===== src/rtl/frame_streamer_if.sv =====
// Pixel-stream bundle for frame_streamer: host control, BRAM read port, and the valid/data pixel stream.
// The master modport is the streamer side; slave is the host/BRAM/consumer side.
interface frame_streamer_if #(
  parameter int DATA_WIDTH = 8,
  parameter int ADDR_WIDTH = 5
);
  logic                  i_start;
  logic                  i_pause;
  logic                  o_mem_en;
  logic [ADDR_WIDTH-1:0] o_mem_addr;
  logic [DATA_WIDTH-1:0] i_mem_data;
  logic                  o_valid;
  logic [DATA_WIDTH-1:0] o_data;
  logic                  o_sof;
  logic                  o_eol;
  logic                  o_eof;
  logic                  o_busy;
  logic                  o_done;

  modport master (
    input  i_start, i_pause, i_mem_data,
    output o_mem_en, o_mem_addr, o_valid, o_data, o_sof, o_eol, o_eof, o_busy, o_done
  );

  modport slave (
    output i_start, i_pause, i_mem_data,
    input  o_mem_en, o_mem_addr, o_valid, o_data, o_sof, o_eol, o_eof, o_busy, o_done
  );
endinterface


===== src/rtl/frame_streamer.sv =====
// Raster-scan frame reader: streams an IMG_WIDTH x IMG_HEIGHT BRAM image row-major with sof/eol/eof markers.
// Read issue to o_valid is 2 cycles; no downstream backpressure, bubbles only while i_pause holds reads off.
module frame_streamer #(
  parameter int IMG_WIDTH  = 5,
  parameter int IMG_HEIGHT = 5,
  parameter int DATA_WIDTH = 8,
  parameter int ADDR_WIDTH = $clog2(IMG_WIDTH*IMG_HEIGHT)
) (
  input logic              clk,
  input logic              rst,
  frame_streamer_if.master bus
);
  localparam int NPIX  = IMG_WIDTH * IMG_HEIGHT;
  localparam int COL_W = $clog2(IMG_WIDTH);
  localparam int ROW_W = $clog2(IMG_HEIGHT);
  localparam logic [ADDR_WIDTH-1:0] LAST_ADDR = ADDR_WIDTH'(NPIX - 1);
  localparam logic [COL_W-1:0]      LAST_COL  = COL_W'(IMG_WIDTH - 1);
  localparam logic [ROW_W-1:0]      LAST_ROW  = ROW_W'(IMG_HEIGHT - 1);

  typedef enum logic [1:0] {IDLE, RUN, DRAIN, DONE} state_t;

  state_t                state;
  state_t                state_nxt;
  logic                  mem_en;
  logic                  frame_start;
  logic [ADDR_WIDTH-1:0] rd_cnt;
  logic                  rd_vld;
  logic [COL_W-1:0]      col;
  logic [ROW_W-1:0]      row;
  logic                  valid_q;
  logic [DATA_WIDTH-1:0] data_q;
  logic                  sof_q;
  logic                  eol_q;
  logic                  eof_q;

  always_ff @(posedge clk) begin
    if (rst) state <= IDLE;
    else     state <= state_nxt;
  end

  always_comb begin
    state_nxt   = state;
    mem_en      = 1'b0;
    frame_start = 1'b0;
    case (state)
      IDLE: begin
        if (bus.i_start) begin
          state_nxt   = RUN;
          frame_start = 1'b1;
        end
      end
      RUN: begin
        if (!bus.i_pause) begin
          mem_en = 1'b1;
          if (rd_cnt == LAST_ADDR) state_nxt = DRAIN;
        end
      end
      // Only the final pixel carries eof, so its beat marks the end of the drain.
      DRAIN: begin
        if (valid_q && eof_q) state_nxt = DONE;
      end
      DONE:    state_nxt = IDLE;
      default: state_nxt = IDLE;
    endcase
  end

  always_ff @(posedge clk) begin
    if (rst) begin
      rd_cnt  <= '0;
      rd_vld  <= 1'b0;
      col     <= '0;
      row     <= '0;
      valid_q <= 1'b0;
      data_q  <= '0;
      sof_q   <= 1'b0;
      eol_q   <= 1'b0;
      eof_q   <= 1'b0;
    end else begin
      rd_vld  <= mem_en;
      valid_q <= rd_vld;
      sof_q   <= 1'b0;
      eol_q   <= 1'b0;
      eof_q   <= 1'b0;

      // The counter parks on the last address so o_mem_addr never leaves the image.
      if (frame_start)                         rd_cnt <= '0;
      else if (mem_en && rd_cnt != LAST_ADDR) rd_cnt <= rd_cnt + 1'b1;

      if (frame_start) begin
        col <= '0;
        row <= '0;
      end else if (rd_vld) begin
        if (col == LAST_COL) begin
          col <= '0;
          row <= (row == LAST_ROW) ? '0 : row + 1'b1;
        end else begin
          col <= col + 1'b1;
        end
      end

      if (rd_vld) begin
        data_q <= bus.i_mem_data;
        sof_q  <= (col == '0) && (row == '0);
        eol_q  <= (col == LAST_COL);
        eof_q  <= (col == LAST_COL) && (row == LAST_ROW);
      end
    end
  end

  assign bus.o_mem_en   = mem_en;
  assign bus.o_mem_addr = rd_cnt;
  assign bus.o_valid    = valid_q;
  assign bus.o_data     = data_q;
  assign bus.o_sof      = sof_q;
  assign bus.o_eol      = eol_q;
  assign bus.o_eof      = eof_q;
  assign bus.o_busy     = (state == RUN) || (state == DRAIN);
  assign bus.o_done     = (state == DONE);
endmodule


===== src/flat_wrapper.sv =====
// flat-port wrapper written by rule: the top's interface ports become plain ports
module frame_streamer_flat 
#(
  parameter int IMG_WIDTH  = 5,
  parameter int IMG_HEIGHT = 5,
  parameter int DATA_WIDTH = 8,
  parameter int ADDR_WIDTH = $clog2(IMG_WIDTH*IMG_HEIGHT)
)
  (clk, rst, bus_i_start, bus_i_pause, bus_i_mem_data, bus_o_mem_en, bus_o_mem_addr, bus_o_valid, bus_o_data, bus_o_sof, bus_o_eol, bus_o_eof, bus_o_busy, bus_o_done);
  frame_streamer_if #(.DATA_WIDTH(DATA_WIDTH), .ADDR_WIDTH(ADDR_WIDTH)) bus_i ();
  input logic clk;
  input logic rst;
  input wire logic [$bits(bus_i.i_start)-1:0] bus_i_start;
  input wire logic [$bits(bus_i.i_pause)-1:0] bus_i_pause;
  input wire logic [$bits(bus_i.i_mem_data)-1:0] bus_i_mem_data;
  output wire logic [$bits(bus_i.o_mem_en)-1:0] bus_o_mem_en;
  output wire logic [$bits(bus_i.o_mem_addr)-1:0] bus_o_mem_addr;
  output wire logic [$bits(bus_i.o_valid)-1:0] bus_o_valid;
  output wire logic [$bits(bus_i.o_data)-1:0] bus_o_data;
  output wire logic [$bits(bus_i.o_sof)-1:0] bus_o_sof;
  output wire logic [$bits(bus_i.o_eol)-1:0] bus_o_eol;
  output wire logic [$bits(bus_i.o_eof)-1:0] bus_o_eof;
  output wire logic [$bits(bus_i.o_busy)-1:0] bus_o_busy;
  output wire logic [$bits(bus_i.o_done)-1:0] bus_o_done;
  assign bus_i.i_start = bus_i_start;
  assign bus_i.i_pause = bus_i_pause;
  assign bus_i.i_mem_data = bus_i_mem_data;
  assign bus_o_mem_en = bus_i.o_mem_en;
  assign bus_o_mem_addr = bus_i.o_mem_addr;
  assign bus_o_valid = bus_i.o_valid;
  assign bus_o_data = bus_i.o_data;
  assign bus_o_sof = bus_i.o_sof;
  assign bus_o_eol = bus_i.o_eol;
  assign bus_o_eof = bus_i.o_eof;
  assign bus_o_busy = bus_i.o_busy;
  assign bus_o_done = bus_i.o_done;
  frame_streamer #(.IMG_WIDTH(IMG_WIDTH), .IMG_HEIGHT(IMG_HEIGHT), .DATA_WIDTH(DATA_WIDTH), .ADDR_WIDTH(ADDR_WIDTH)) u_core (.clk(clk), .rst(rst), .bus(bus_i));
endmodule

===== config.mk =====
export PLATFORM = sky130hd
export DESIGN_NAME = frame_streamer_flat
export DESIGN_NICKNAME = d
export VERILOG_FILES = /design/src/rtl/frame_streamer_if.sv /design/src/rtl/frame_streamer.sv /design/src/flat_wrapper.sv
export SDC_FILE = /design/constraint.sdc
export NUM_CORES = 1
export LEC_CHECK = 0
export ABC_CLOCK_PERIOD_IN_PS = 1900
export CORE_AREA = 2 2 54 56
export DETAILED_ROUTE_END_ITERATION = 10
export DIE_AREA = 0 0 56 58
export PLACE_DENSITY = 0.79
export SLEW_MARGIN = 30
export SYNTH_ARGS = -nofsm -noshare
export SYNTH_HDL_FRONTEND = slang
export SYNTH_SLANG_ARGS = --single-unit

===== constraint.sdc =====
create_clock -name clk -period 1.9 [get_ports clk]
set_input_delay 0.475 -clock clk [delete_from_list [all_inputs] [get_ports clk]]
set_output_delay 0.475 -clock clk [all_outputs]
set_load 0.005 [all_outputs]

After elaboration in Yosys (flattened, before gate mapping)

Cells that the tools add are included.
Widths: inputs -> output; s select.

Bits in latches: 0
Register bits after elaboration: 26
RAM bits: 0
Word-level logic and storage cells: 48
Bits in read-only memories: 0
Input port bits: 12
Memories: 0

$mul: 0
Muxes and demuxes: 11
Reductions and logical operators: 12
Bitwise gates (word level): 1
Add/sub/neg operators: 3
Divide/modulo/power cells: 0
Equal/unequal tests: 11
Shift operators: 0
Magnitude comparators: 0

Operators with widths:

| operator            | number |
|---|---|
| $mux 2              | 4 |
| $pmux 2 s4          | 1 |
| $add 3x1->3 const B | 2 |
| $eq 3x3->1 const B  | 2 |
| $logic_not 3->1     | 2 |
| $mux 3              | 2 |
| $add 5x1->5 const B | 1 |
| $eq 5x5->1 const B  | 1 |
| $ne 5x5->1 const B  | 1 |
| $eq 2x2->1 const B  | 2 |
| $logic_and 1x1->1   | 4 |
| $mux 1              | 4 |
| $ne 2x1->1 const B  | 2 |
| $ne 2x2->1 const B  | 2 |
| $reduce_and 4->1    | 1 |
| $reduce_or 2->1     | 2 |
| $eq 2x1->1 const B  | 1 |
| $logic_not 2->1     | 1 |
| $reduce_and 2->1    | 1 |
| $logic_or 1x1->1    | 1 |
| $not 1->1           | 1 |

Depth between registers and ports, before layout

Depth after elaboration: 4
Mapped depth: 6
Mapped depth without buffers: 6

Worst setup path after synthesis

OpenSTA, ideal clock, no wires.

Kind: reg2reg
From: reg u_core.state[1]
To: reg u_core.state[0]
Stages on the path, launching flop included: 6
Arrival time: 1.401 ns
Path slack: 0.427 ns
Cells stage by stage: dfxtp_1 > inv_1 > ha_1 > and2_1 > a2111oi_4 > mux2i_1

Word-level cells in the longest chain between the ends: 3
Elaborated cells between the ends (all ways): 10
Classes of those cells: eq/ne: 7; mux: 1; reduce/logical: 2

RTL lines:

| what                                                             | RTL line             | source |
|---|---|---|
| start: declaration                                               | frame_streamer.sv:22 | `state_t state;` |
| start signal: assignment                                         | frame_streamer.sv:38 | `else state <= state_nxt;` |
| $eq 2x1->1 (tied with other cells)                               | frame_streamer.sv:45 | `case (state)` |
| $ne 2x1->1 (no source line) / $ne 2x2->1 (equally long branches) | --                   |  |
| $reduce_and 4->1 (no source line)                                | --                   |  |

Parallel ways exist; a longest one is shown, timed or not.
A chain may end at the register's enable or synchronous reset.

Final worst setup path

From: reg u_core.rd_cnt[3] (netlist: u_core.bus.o_mem_addr[3])
To: out bus_o_mem_addr[3]

RTL lines:

| what                     | RTL line             | source |
|---|---|---|
| start: declaration       | frame_streamer.sv:26 | `logic [ADDR_WIDTH-1:0] rd_cnt;` |
| start signal: assignment | frame_streamer.sv:87 | `else if (mem_en && rd_cnt != LAST_ADDR) rd_cnt <= rd_cnt + 1'b1;` |
| end: declaration         | flat_wrapper.sv:17   | `output wire logic [$bits(bus_i.o_mem_addr)-1:0] bus_o_mem_addr;` |

No word-level cell between the ends.

==> metrics.txt <==
post-place setup slack=-0.2134 ns; DRT Wirelength=2477 um; synthesized area=1209 um2; Mapped Cells=124; Startpoint Class=flip-flop; drt initial violations=15; CP top delay family=buffers and inverters; drt pass-1 iters=4; final antenna-violating net count=0; RSZ-0062 raised after global routing=false; crit path DAT=1.33 ns; first-pass GRT wire length=4381 um; share of cells above drive strength 1=12.73%; Post-synth ARST share=0%; top cell type's share of synthesized area=43.06%; CP Capture Point=bus_o_mem_addr[3]; adder-cell share of the synthesized area=11.39%; final setup violation count=0; Yosys cell types=31; largest net degree at the start of global routing=14; f_max=555.2 MHz; Hold Violations, Final=0; # IOs=32; buffer type at the clock tree root=clkbuf_4; sequential fraction of the synthesis area=43.06%; Synth Area in Simple Gates=20.39%; fin crit share=94.80%; status=completed; XOR/XNOR share of the synthesized area=0.7246%; Crit path depth=1; largest family of logic cells by synthesized area=simple AND/OR/NAND/NOR gates; internal reg-to-reg setup slack=0.23 ns; number of global-route vias before repair=1020; number of nets in the final layout=190; row count=19; Hold Buf Count CTS=0; most frequent cells in the layout=clkdlybuf4s50_1 (27), dfxtp_1 (24), nor2_1 (14); vias=1017; Diodes inserted=0; maxcap violations=0; Setup WS post-layout=0.09875 ns; Sink Count=26; slowest cell on the critical path=clkdlybuf4s50_1; met3 Use GR=4.688%; initial antenna violation count=0; die area=3248 um2; CTS H-tree depth=1; setup_tns=0 ns; Slew Limit Fails=0; drt wl/cell=12.64 um; gr ovfl total=0; Yosys top cell by area=dfxtp_1; Worst Tran Pin Value=0.3382 ns; hold_ws=0.4865 ns; crit path capture type=output port; CTS buffer count=3; worst-path cell chain=clkdlybuf4s50_1; critical path peak fanout=6; chip width=56 um; Most Crowded Layer GR=met2; Reg-to-Reg End=u_core.state[0]$_SDFFE_PP0P_; post-synthesis compound-gate area fraction=10.35%; multiplexer share of the synthesized area=9.938%; Final min period=1.801 ns; Starting Density=45.39%; synthesis-to-layout area growth=38.51%; clk buf depth=2; P_leak=0.0006325 uW; Syn Nets=147; reg2reg path depth=6; # fillers=247; TritonCTS clock tree=yes; most common cell after layout, fill and taps aside=clkdlybuf4s50_1; Clock Latency Late Sink=0.32 ns; Cell Pwr Density=800.4 nW/um2; non-filler cells in the finished layout=196; Setup crit start=u_core.bus.o_mem_addr[3]$_SDFFE_PP0P_; drt via density=5.189; Post-synth EDFFs=0; Reg-to-Reg Start=u_core.state[0]$_SDFFE_PP0P_; flip-flop and latch count after synthesis=26; GR Util All Layers=17.07%; Placed Cells=190; crit-path max cell delay=0.55 ns; Synth Flop Type=dfxtp_1; global routing usage on met1=18.32%; Placeable Area=2663 um2; Die Height=58 um; VDD IR-drop max=0.0005478 V; buffers and inverters on the worst path=1; Worst EP required=1.42 ns; IO buf count=31; headroom to the max-slew limit=77.46%; CP Class=reg2out; DRC viols=0; syn avg cell area=9.747 um2; Worst Hold Class=reg2reg; Reg clk slew, reported paths=0.13 ns; GPL Wtd Cong=0.8364; grt met2 use=31.60%; Post-DP HPWL=1944 um; Syn. warnings=0; synth top area cells=dfxtp_1 (43%), ha_1 (11%), mux2i_1 (9.9%), nor2_1 (4.3%), a21oi_1 (3.3%); Setup Skew=0.008020 ns
-- registers in the layout, indices dropped and copies added, names as in the netlist --
name	cells
u_core.state	2
u_core.bus.o_sof	1
u_core.row	3
u_core.col	3
u_core.bus.o_mem_addr	5
u_core.bus.o_eof	1
u_core.rd_vld	1
u_core.bus.o_eol	1
u_core.bus.o_data	8
u_core.bus.o_valid	1
-- synth_stat cells, types with 2 or more instances --
master / count
a21oi_1: 8
clkbuf_1: 2
dfxtp_1: 26
ha_1: 11
inv_1: 9
mux2i_1: 12
nand2_1: 6
nand2b_1: 4
nand3_1: 2
nand3b_1: 3
nor2_1: 14
nor2b_1: 2
o21ai_0: 6
or3_1: 2
-- final cells by class --
| cell class | instances | area [um2] | area share (%) |
|---|---|---|---|
| flip-flops and latches | 26 | 525.5 | 31.39 |
| inverters | 10 | 37.54 | 2.242 |
| well taps | 31 | 38.79 | 2.317 |
| clock buffers | 3 | 22.52 | 1.345 |
| repair buffers | 41 | 381.6 | 22.80 |
| multi-input cells | 85 | 668.1 | 39.91 |
-- what timing repair did --
action / in CTS / in global routing
setup endpoints to repair: 2 / 2
cloned: 0 / 0
endpoints found under the hold margin: 0 / 0
pin swaps: 0 / 0
resized for setup: 10 / 2
setup buffers: 3 / 0
-- report_power, final --
group | switching (uW) | internal [uW] | total [uW] | leakage (uW)
Sequential | 26.5 | 589 | 615 | 0.000211
Clock | 152 | 74.3 | 227 | 0.0000138
Combinational | 218 | 280 | 498 | 0.000407
-- worst min-delay path by stage --
| stage | startpoint | to | cells past startpoint |
|---|---|---|---|
| after floorplan | u_core.row[2]$_SDFFE_PP0P_ | u_core.bus.o_sof$_SDFF_PP0_ | 1 |
| after global placement | u_core.row[2]$_SDFFE_PP0P_ | u_core.bus.o_sof$_SDFF_PP0_ | 1 |
| after detailed placement | u_core.row[0]$_SDFFE_PP0P_ | u_core.row[0]$_SDFFE_PP0P_ | 2 |
| after CTS | u_core.row[0]$_SDFFE_PP0P_ | u_core.row[0]$_SDFFE_PP0P_ | 2 |
| after global routing | u_core.row[0]$_SDFFE_PP0P_ | u_core.row[0]$_SDFFE_PP0P_ | 2 |
| final | u_core.row[0]$_SDFFE_PP0P_ | u_core.row[0]$_SDFFE_PP0P_ | 2 |
-- metal layers --
metal / up-vias / share of wire (%)
met5: - / 0
met4: 0 / 1.7
met3: 5 / 7.4
met2: 33 / 49
met1: 477 / 42
li1: 502 / -
-- kinds of logic (layout without fill, tap and decap cells) --
family,after synthesis,after routing
AOI/OAI and AO/OA,19,19
xor gates and xnor gates,1,1
adders and majority gates,11,11
buffers and inverters,13,54
DFF,26,26
muxes,12,12
and+or+nand+nor,42,42
-- stage by stage --
stage | power, uW | instance area (um2) | utilization (%)
after floorplan | 872.2 | 1209 | -
after CTS | 1334 | 1660 | 62.36
after detailed placement | 1060 | 1598 | 60.01
final | 1340 | 1674 | 62.88
after global placement | 1039 | 1598 | 60.01
after global routing | 1432 | 1674 | 62.88
(Power assumes the default switching activity.)
